===== src/rtl/ram_port_arbiter_if.sv =====
// Requester-side handshake and RAM-side bus of the shared message-buffer port.
// slave = arbiter view, master = requesters plus RAM view.
interface ram_port_arbiter_if #(
   parameter int NUM_REQ    = 4,
   parameter int ADDR_WIDTH = 8,
   parameter int DATA_WIDTH = 32
);
   logic [NUM_REQ-1:0]            req_valid;
   logic [NUM_REQ-1:0]            req_we;
   logic [NUM_REQ*ADDR_WIDTH-1:0] req_addr;
   logic [NUM_REQ*DATA_WIDTH-1:0] req_wdata;
   logic [NUM_REQ-1:0]            req_ready;
   logic [NUM_REQ-1:0]            rsp_valid;
   logic [DATA_WIDTH-1:0]         rsp_rdata;
   logic [ADDR_WIDTH-1:0]         ram_addr;
   logic [DATA_WIDTH-1:0]         ram_wdata;
   logic                          ram_cs;
   logic                          ram_we;
   logic                          ram_oe;
   logic [DATA_WIDTH-1:0]         ram_rdata;

   modport slave (
      input  req_valid, req_we, req_addr, req_wdata, ram_rdata,
      output req_ready, rsp_valid, rsp_rdata, ram_addr, ram_wdata, ram_cs, ram_we, ram_oe
   );

   modport master (
      output req_valid, req_we, req_addr, req_wdata, ram_rdata,
      input  req_ready, rsp_valid, rsp_rdata, ram_addr, ram_wdata, ram_cs, ram_we, ram_oe
   );
endinterface


===== src/rtl/ram_port_arbiter.sv =====
// Round-robin arbiter sharing one registered-read RAM port among NUM_REQ requesters.
// Writes take one RAM cycle; reads take two (address + output hold) plus a response cycle.
module ram_port_arbiter #(
   parameter int NUM_REQ    = 4,
   parameter int ADDR_WIDTH = 8,
   parameter int DATA_WIDTH = 32
) (
   input  logic                clk,
   input  logic                rst_n,
   ram_port_arbiter_if.slave   bus
);
   localparam int IDXW = $clog2(NUM_REQ);
   localparam int IW1  = IDXW + 1;

   typedef enum logic [1:0] {IDLE, WR, RD, RD_HOLD} state_e;

   state_e                                 state_q, state_d;
   logic [IDXW-1:0]                        rr_last_q, rr_last_d;
   logic [IDXW-1:0]                        win_q, win_d;
   logic [IDXW-1:0]                        gnt_idx;
   logic                                   gnt_found;
   logic [NUM_REQ-1:0][ADDR_WIDTH-1:0]     addr_a;
   logic [NUM_REQ-1:0][DATA_WIDTH-1:0]     wdata_a;
   logic [NUM_REQ-1:0]                     ready_d;
   logic [NUM_REQ-1:0]                     rsp_valid_q, rsp_valid_d;
   logic [DATA_WIDTH-1:0]                  rsp_rdata_q, rsp_rdata_d;
   logic [ADDR_WIDTH-1:0]                  ram_addr_q, ram_addr_d;
   logic [DATA_WIDTH-1:0]                  ram_wdata_q, ram_wdata_d;
   logic                                   cs_q, cs_d, we_q, we_d, oe_q, oe_d;

   assign addr_a  = bus.req_addr;
   assign wdata_a = bus.req_wdata;

   // Scan rr_last+1 .. rr_last+NUM_REQ with an explicit wrap so odd NUM_REQ works.
   always_comb begin : rr_pick
      logic [IW1-1:0] cand;
      gnt_found = 1'b0;
      gnt_idx   = '0;
      cand      = '0;
      for (int k = 1; k <= NUM_REQ; k++) begin
         cand = {1'b0, rr_last_q} + IW1'(k);
         if (cand >= IW1'(NUM_REQ)) cand = cand - IW1'(NUM_REQ);
         if (!gnt_found && bus.req_valid[cand[IDXW-1:0]]) begin
            gnt_found = 1'b1;
            gnt_idx   = cand[IDXW-1:0];
         end
      end
   end

   always_ff @(posedge clk or negedge rst_n) begin
      if (!rst_n) state_q <= IDLE;
      else        state_q <= state_d;
   end

   always_comb begin
      state_d     = state_q;
      rr_last_d   = rr_last_q;
      win_d       = win_q;
      ready_d     = '0;
      rsp_valid_d = '0;
      rsp_rdata_d = rsp_rdata_q;
      ram_addr_d  = ram_addr_q;
      ram_wdata_d = ram_wdata_q;
      cs_d        = 1'b0;
      we_d        = 1'b0;
      oe_d        = 1'b0;
      case (state_q)
         IDLE: begin
            if (gnt_found) begin
               ready_d[gnt_idx] = 1'b1;
               rr_last_d        = gnt_idx;
               win_d            = gnt_idx;
               ram_addr_d       = addr_a[gnt_idx];
               ram_wdata_d      = wdata_a[gnt_idx];
               cs_d             = 1'b1;
               we_d             = bus.req_we[gnt_idx];
               oe_d             = !bus.req_we[gnt_idx];
               state_d          = bus.req_we[gnt_idx] ? WR : RD;
            end
         end
         WR: state_d = IDLE;
         RD: begin
            // Keep cs/oe asserted through RD_HOLD so the RAM keeps driving its output.
            cs_d    = 1'b1;
            oe_d    = 1'b1;
            state_d = RD_HOLD;
         end
         RD_HOLD: begin
            rsp_rdata_d        = bus.ram_rdata;
            rsp_valid_d[win_q] = 1'b1;
            state_d            = IDLE;
         end
         default: state_d = IDLE;
      endcase
   end

   always_ff @(posedge clk or negedge rst_n) begin
      if (!rst_n) begin
         rr_last_q   <= IDXW'(NUM_REQ - 1);
         win_q       <= '0;
         rsp_valid_q <= '0;
         rsp_rdata_q <= '0;
         ram_addr_q  <= '0;
         ram_wdata_q <= '0;
         cs_q        <= 1'b0;
         we_q        <= 1'b0;
         oe_q        <= 1'b0;
      end else begin
         rr_last_q   <= rr_last_d;
         win_q       <= win_d;
         rsp_valid_q <= rsp_valid_d;
         rsp_rdata_q <= rsp_rdata_d;
         ram_addr_q  <= ram_addr_d;
         ram_wdata_q <= ram_wdata_d;
         cs_q        <= cs_d;
         we_q        <= we_d;
         oe_q        <= oe_d;
      end
   end

   assign bus.req_ready = ready_d;
   assign bus.rsp_valid = rsp_valid_q;
   assign bus.rsp_rdata = rsp_rdata_q;
   assign bus.ram_addr  = ram_addr_q;
   assign bus.ram_wdata = ram_wdata_q;
   assign bus.ram_cs    = cs_q;
   assign bus.ram_we    = we_q;
   assign bus.ram_oe    = oe_q;
endmodule

===== src/flat_wrapper.sv =====
// flat-port wrapper written by rule: the top's interface ports become plain ports
module ram_port_arbiter_flat 
#(
   parameter int NUM_REQ    = 4,
   parameter int ADDR_WIDTH = 8,
   parameter int DATA_WIDTH = 32
)
  (clk, rst_n, bus_req_valid, bus_req_we, bus_req_addr, bus_req_wdata, bus_ram_rdata, bus_req_ready, bus_rsp_valid, bus_rsp_rdata, bus_ram_addr, bus_ram_wdata, bus_ram_cs, bus_ram_we, bus_ram_oe);
  ram_port_arbiter_if #(.NUM_REQ(NUM_REQ), .ADDR_WIDTH(ADDR_WIDTH), .DATA_WIDTH(DATA_WIDTH)) bus_i ();
  input  logic clk;
  input  logic rst_n;
  input wire logic [$bits(bus_i.req_valid)-1:0] bus_req_valid;
  input wire logic [$bits(bus_i.req_we)-1:0] bus_req_we;
  input wire logic [$bits(bus_i.req_addr)-1:0] bus_req_addr;
  input wire logic [$bits(bus_i.req_wdata)-1:0] bus_req_wdata;
  input wire logic [$bits(bus_i.ram_rdata)-1:0] bus_ram_rdata;
  output wire logic [$bits(bus_i.req_ready)-1:0] bus_req_ready;
  output wire logic [$bits(bus_i.rsp_valid)-1:0] bus_rsp_valid;
  output wire logic [$bits(bus_i.rsp_rdata)-1:0] bus_rsp_rdata;
  output wire logic [$bits(bus_i.ram_addr)-1:0] bus_ram_addr;
  output wire logic [$bits(bus_i.ram_wdata)-1:0] bus_ram_wdata;
  output wire logic [$bits(bus_i.ram_cs)-1:0] bus_ram_cs;
  output wire logic [$bits(bus_i.ram_we)-1:0] bus_ram_we;
  output wire logic [$bits(bus_i.ram_oe)-1:0] bus_ram_oe;
  assign bus_i.req_valid = bus_req_valid;
  assign bus_i.req_we = bus_req_we;
  assign bus_i.req_addr = bus_req_addr;
  assign bus_i.req_wdata = bus_req_wdata;
  assign bus_i.ram_rdata = bus_ram_rdata;
  assign bus_req_ready = bus_i.req_ready;
  assign bus_rsp_valid = bus_i.rsp_valid;
  assign bus_rsp_rdata = bus_i.rsp_rdata;
  assign bus_ram_addr = bus_i.ram_addr;
  assign bus_ram_wdata = bus_i.ram_wdata;
  assign bus_ram_cs = bus_i.ram_cs;
  assign bus_ram_we = bus_i.ram_we;
  assign bus_ram_oe = bus_i.ram_oe;
  ram_port_arbiter #(.NUM_REQ(NUM_REQ), .ADDR_WIDTH(ADDR_WIDTH), .DATA_WIDTH(DATA_WIDTH)) u_core (.clk(clk), .rst_n(rst_n), .bus(bus_i));
endmodule

===== config.mk =====
export PLATFORM = sky130hd
export DESIGN_NAME = ram_port_arbiter_flat
export DESIGN_NICKNAME = d
export VERILOG_FILES = /design/src/rtl/ram_port_arbiter_if.sv /design/src/rtl/ram_port_arbiter.sv /design/src/flat_wrapper.sv
export SDC_FILE = /design/constraint.sdc
export NUM_CORES = 1
export LEC_CHECK = 0
export ABC_AREA = 0
export BUFFER_PORTS_ARGS = -buffer_cell sky130_fd_sc_hd__buf_2
export CAP_MARGIN = 40
export CORE_ASPECT_RATIO = 0.8
export CORE_UTILIZATION = 35
export CTS_CLUSTER_DIAMETER = 60
export DETAILED_ROUTE_END_ITERATION = 8
export PLACE_DENSITY_LB_ADDON = 0.12
export SETUP_SLACK_MARGIN = 0.3
export SLEW_MARGIN = 15
export SYNTH_ARGS = -nofsm -noshare
export SYNTH_HDL_FRONTEND = slang
export SYNTH_SLANG_ARGS = --single-unit

===== constraint.sdc =====
create_clock -name clk -period 1.9 [get_ports clk]
set_input_delay 0.19 -clock clk [delete_from_list [all_inputs] [get_ports clk]]
set_output_delay 0.19 -clock clk [all_outputs]
set_load 0.02 [all_outputs]

==> results.ini <==
[route]
number_of_nets_with_antenna_violations_after_routing=0
detailroute.via_count=4794
detailedRoute.firstPassIterationCount=5
routed_wl_um=16130
drcViolationCount=0
route.detailed.wl_per_inst_um=17.61
drt-vias-per-instance=5.234
drt_iter0_markers=219

[placement]
gpl.final_weighted_congestion=0.7997
pre_cts_slack_ns=0.007666
dp_hpwl_um=11950
placed_cells=887
port_buffers=284

[flow_run]
cap_violations=0

[global_route]
antenna_found_initial=0
grt-ovfl-total=0
global_route_wire_length_before_repair_um=25050
grt_pass1_vias=4781
gr-usage-all-layers_pct=24.29
pin_count_of_the_biggest_net_entering_global_routing=45

[sta]
min_period_ns=2.134
finalSetupViolations=48
slew-limit-headroom_pct=62.87
finalCritPeriodShare_pct=112.3
final-hold-violation-count=0
hold-worst-slack_ns=0.07725
report.final.slew_viol_count=0
fmax_mhz=468.5
rsz0062_at_grt=yes
worstMarginPinSlew_ns=0.5569
layout_setup_ws_ns=-0.2343
worst_clock_skew_ns=0.005469
fin_setup_tns_ns=-6.074

[synthesis]
post-synth-top-count-cell=dfrtp_1
synth_flop_cell=dfrtp_1
post_synth_main_area_contributors=dfrtp_1, mux2i_1, mux2_2
synth_fp_nets=641
share_of_yosys_cell_area_claimed_by_the_top_area_cell_type_pct=46.03
ys_types=42
synth_sequential_area_ratio_pct=47.20
netlist_top_cells_count=dfrtp_1, nor2_1, o21ai_0
synth_edf_count=0
post_synthesis_cell_count=439
synth.largest_area_cell=dfrtp_1
post_synth_instance_area_um2=4512
synth-warning-count=0
synth_async_reset_ratio_pct=100.0
synth-seq-cells=85
syn-mean-instance-area_um2=10.28

[clock_network]
tritoncts.num_buffers=9
cts_tree=yes
root_buf_cell=clkbuf_16
clk-insertion-delay-late_ns=0.34
clk_pin_slew_worst_paths_ns=0.07
clockBufferDepth=2
htree_num_levels=3
cts.sinks=85

[die]
core-area_um2=12390
floorplan_die_area_um2=13350
initial_cell_density_of_the_core_pct=36.42
die_x_um=128.9
number_of_rows_in_the_core_area=36
die_y_um=103.6
io_pins=285

[cells_and_area]
proportion_of_layout_cells_with_a_drive_suffix_above_1_pct=54.50
antennaDiodeCount=0
num-nets-final=942
finalNonFillerCells=916
syn2layout_area_growth_pct=53.11

[setup_path]
startpoint_of_the_lowest_slack_register_to_register_path=u_core.rr_last_q[1]
setup_slack_reg_to_reg_ns=-0.23
timing.critical_path.fanout_max=8
worst-endpoint-arrival_ns=2.35
critical_path_launch_point_type=flip-flop
timing.setup.critical_path_class=flip-flop to flip-flop
cp_data_required_time_ns=2.12
timing.critical_path.to_type=flip-flop
r2r_cells=7
regToRegEndpoint=u_core.bus.ram_wdata[22]

[power_and_ir_drop]
power_leakage_nw=3.322
power.density_cell_area_nw_per_um2=1744
ir_worst_vdd_mv=0.6798

[hold_path]
hold-path-endpoint=u_core.bus.rsp_rdata[21]
timing.hold.worst.start=bus_ram_rdata[21]
hold_path_depth=2
worst_hold_path_type=primary input to flip-flop

[outcome]
status=finished with violations
violations_in_the_final_reports=setup timing

==> worst max-delay path, cell delays in order, from the launching register on <==
cell and delay (ns):
dfstp_2 0.58, or3b_1 0.16, or3b_4 0.42, buf_4 0.16, buf_12 0.14, bufbuf_16 0.28, mux2i_2 0.17, o22ai_1 0.10
==> metrics by stage <==
step / utilization (%) / total power [mW] / instance area (um2)
after CTS: 55.23 / 11.99 / 6842
final: 55.77 / 12.05 / 6908
after global placement: 51.01 / 9.600 / 6319
after global routing: 55.77 / 12.83 / 6908
after detailed placement: 51.01 / 9.776 / 6319
after floorplan: - / 7.520 / 4568
==> worst max-delay path by stage <==
stage	startpoint	end	slack [ns]	cells past startpoint
finish	u_core.rr_last_q[1]	u_core.bus.ram_wdata[22]	-0.23	7
floorplan	u_core.rr_last_q[1]	bus_req_ready[2]	0.02	6
CTS	u_core.rr_last_q[0]	bus_req_ready[2]	-0.23	6
global placement	u_core.rr_last_q[0]	u_core.bus.ram_wdata[31]	0.04	6
detailed placement	u_core.rr_last_q[0]	u_core.bus.ram_wdata[17]	0.008	6
global route	u_core.rr_last_q[1]	bus_req_ready[2]	-0.31	6
==> timing repair <==
action                     4_1_cts  5_1_grt
cloned                           3        0
buffers inserted                 9        0
hold buffers                     1        0
resized for setup               19       15
setup endpoints to repair       50       52
hold endpoints to repair        36        0
pin swaps                       35       16
==> routing by layer <==
| layer | up-vias | global-route usage, % | part of all wire, % |
|---|---|---|---|
| met5 | - | 0 | 0 |
| met4 | 0 | 7.311 | 1.7 |
| met3 | 25 | 5.785 | 5.6 |
| met2 | 180 | 41.08 | 50 |
| met1 | 2323 | 30.48 | 43 |
| li1 | 2266 | - | - |
==> logic make-up after synthesis <==
| kind of cell | synth area share, % |
|---|---|
| compound gates | 22.10 |
| flops | 47.20 |
| simple gates | 8.070 |
| mux | 17.08 |
| buf+inv | 5.352 |
| xor+xnor | 0.1942 |
==> area by class of cell <==
cell class,count,area [um2]
clock inverters,6,47.55
fillers,1115,5479
well taps,171,214.0
clock buffers,10,229.0
repair buffers,327,1954
multi-input cells,305,2288
inverters,12,45.04
flip-flops and latches,85,2130
==> registers in the layout (all words and copies together), names as in the netlist <==
| name | flops |
|---|---|
| u_core.state_q | 2 |
| u_core.bus.ram_oe | 1 |
| u_core.bus.ram_cs | 1 |
| u_core.bus.ram_wdata | 32 |
| u_core.win_q | 2 |
| u_core.bus.rsp_valid | 4 |
| u_core.rr_last_q | 2 |
| u_core.bus.ram_we | 1 |
| u_core.bus.ram_addr | 8 |
| u_core.bus.rsp_rdata | 32 |
==> power breakdown <==
group / total [mW] / internal, mW / switching [mW]
Combinational: 7.10 / 3.17 / 3.93
Sequential: 3.29 / 2.73 / 0.553
Clock: 1.67 / 0.896 / 0.770
==> placed cells by master (no fill, tap or decap), drive strengths merged, types with 9 or more instances in the layout <==
cell type	Yosys	final
dfrtp	83	83
o22ai	41	41
clkbuf	23	10
o21ai	45	45
a311oi	9	9
a221oi	32	32
buf	14	324
mux2	32	32
mux2i	41	41
inv	12	14
nor2	56	56
(Power assumes the default switching activity.)
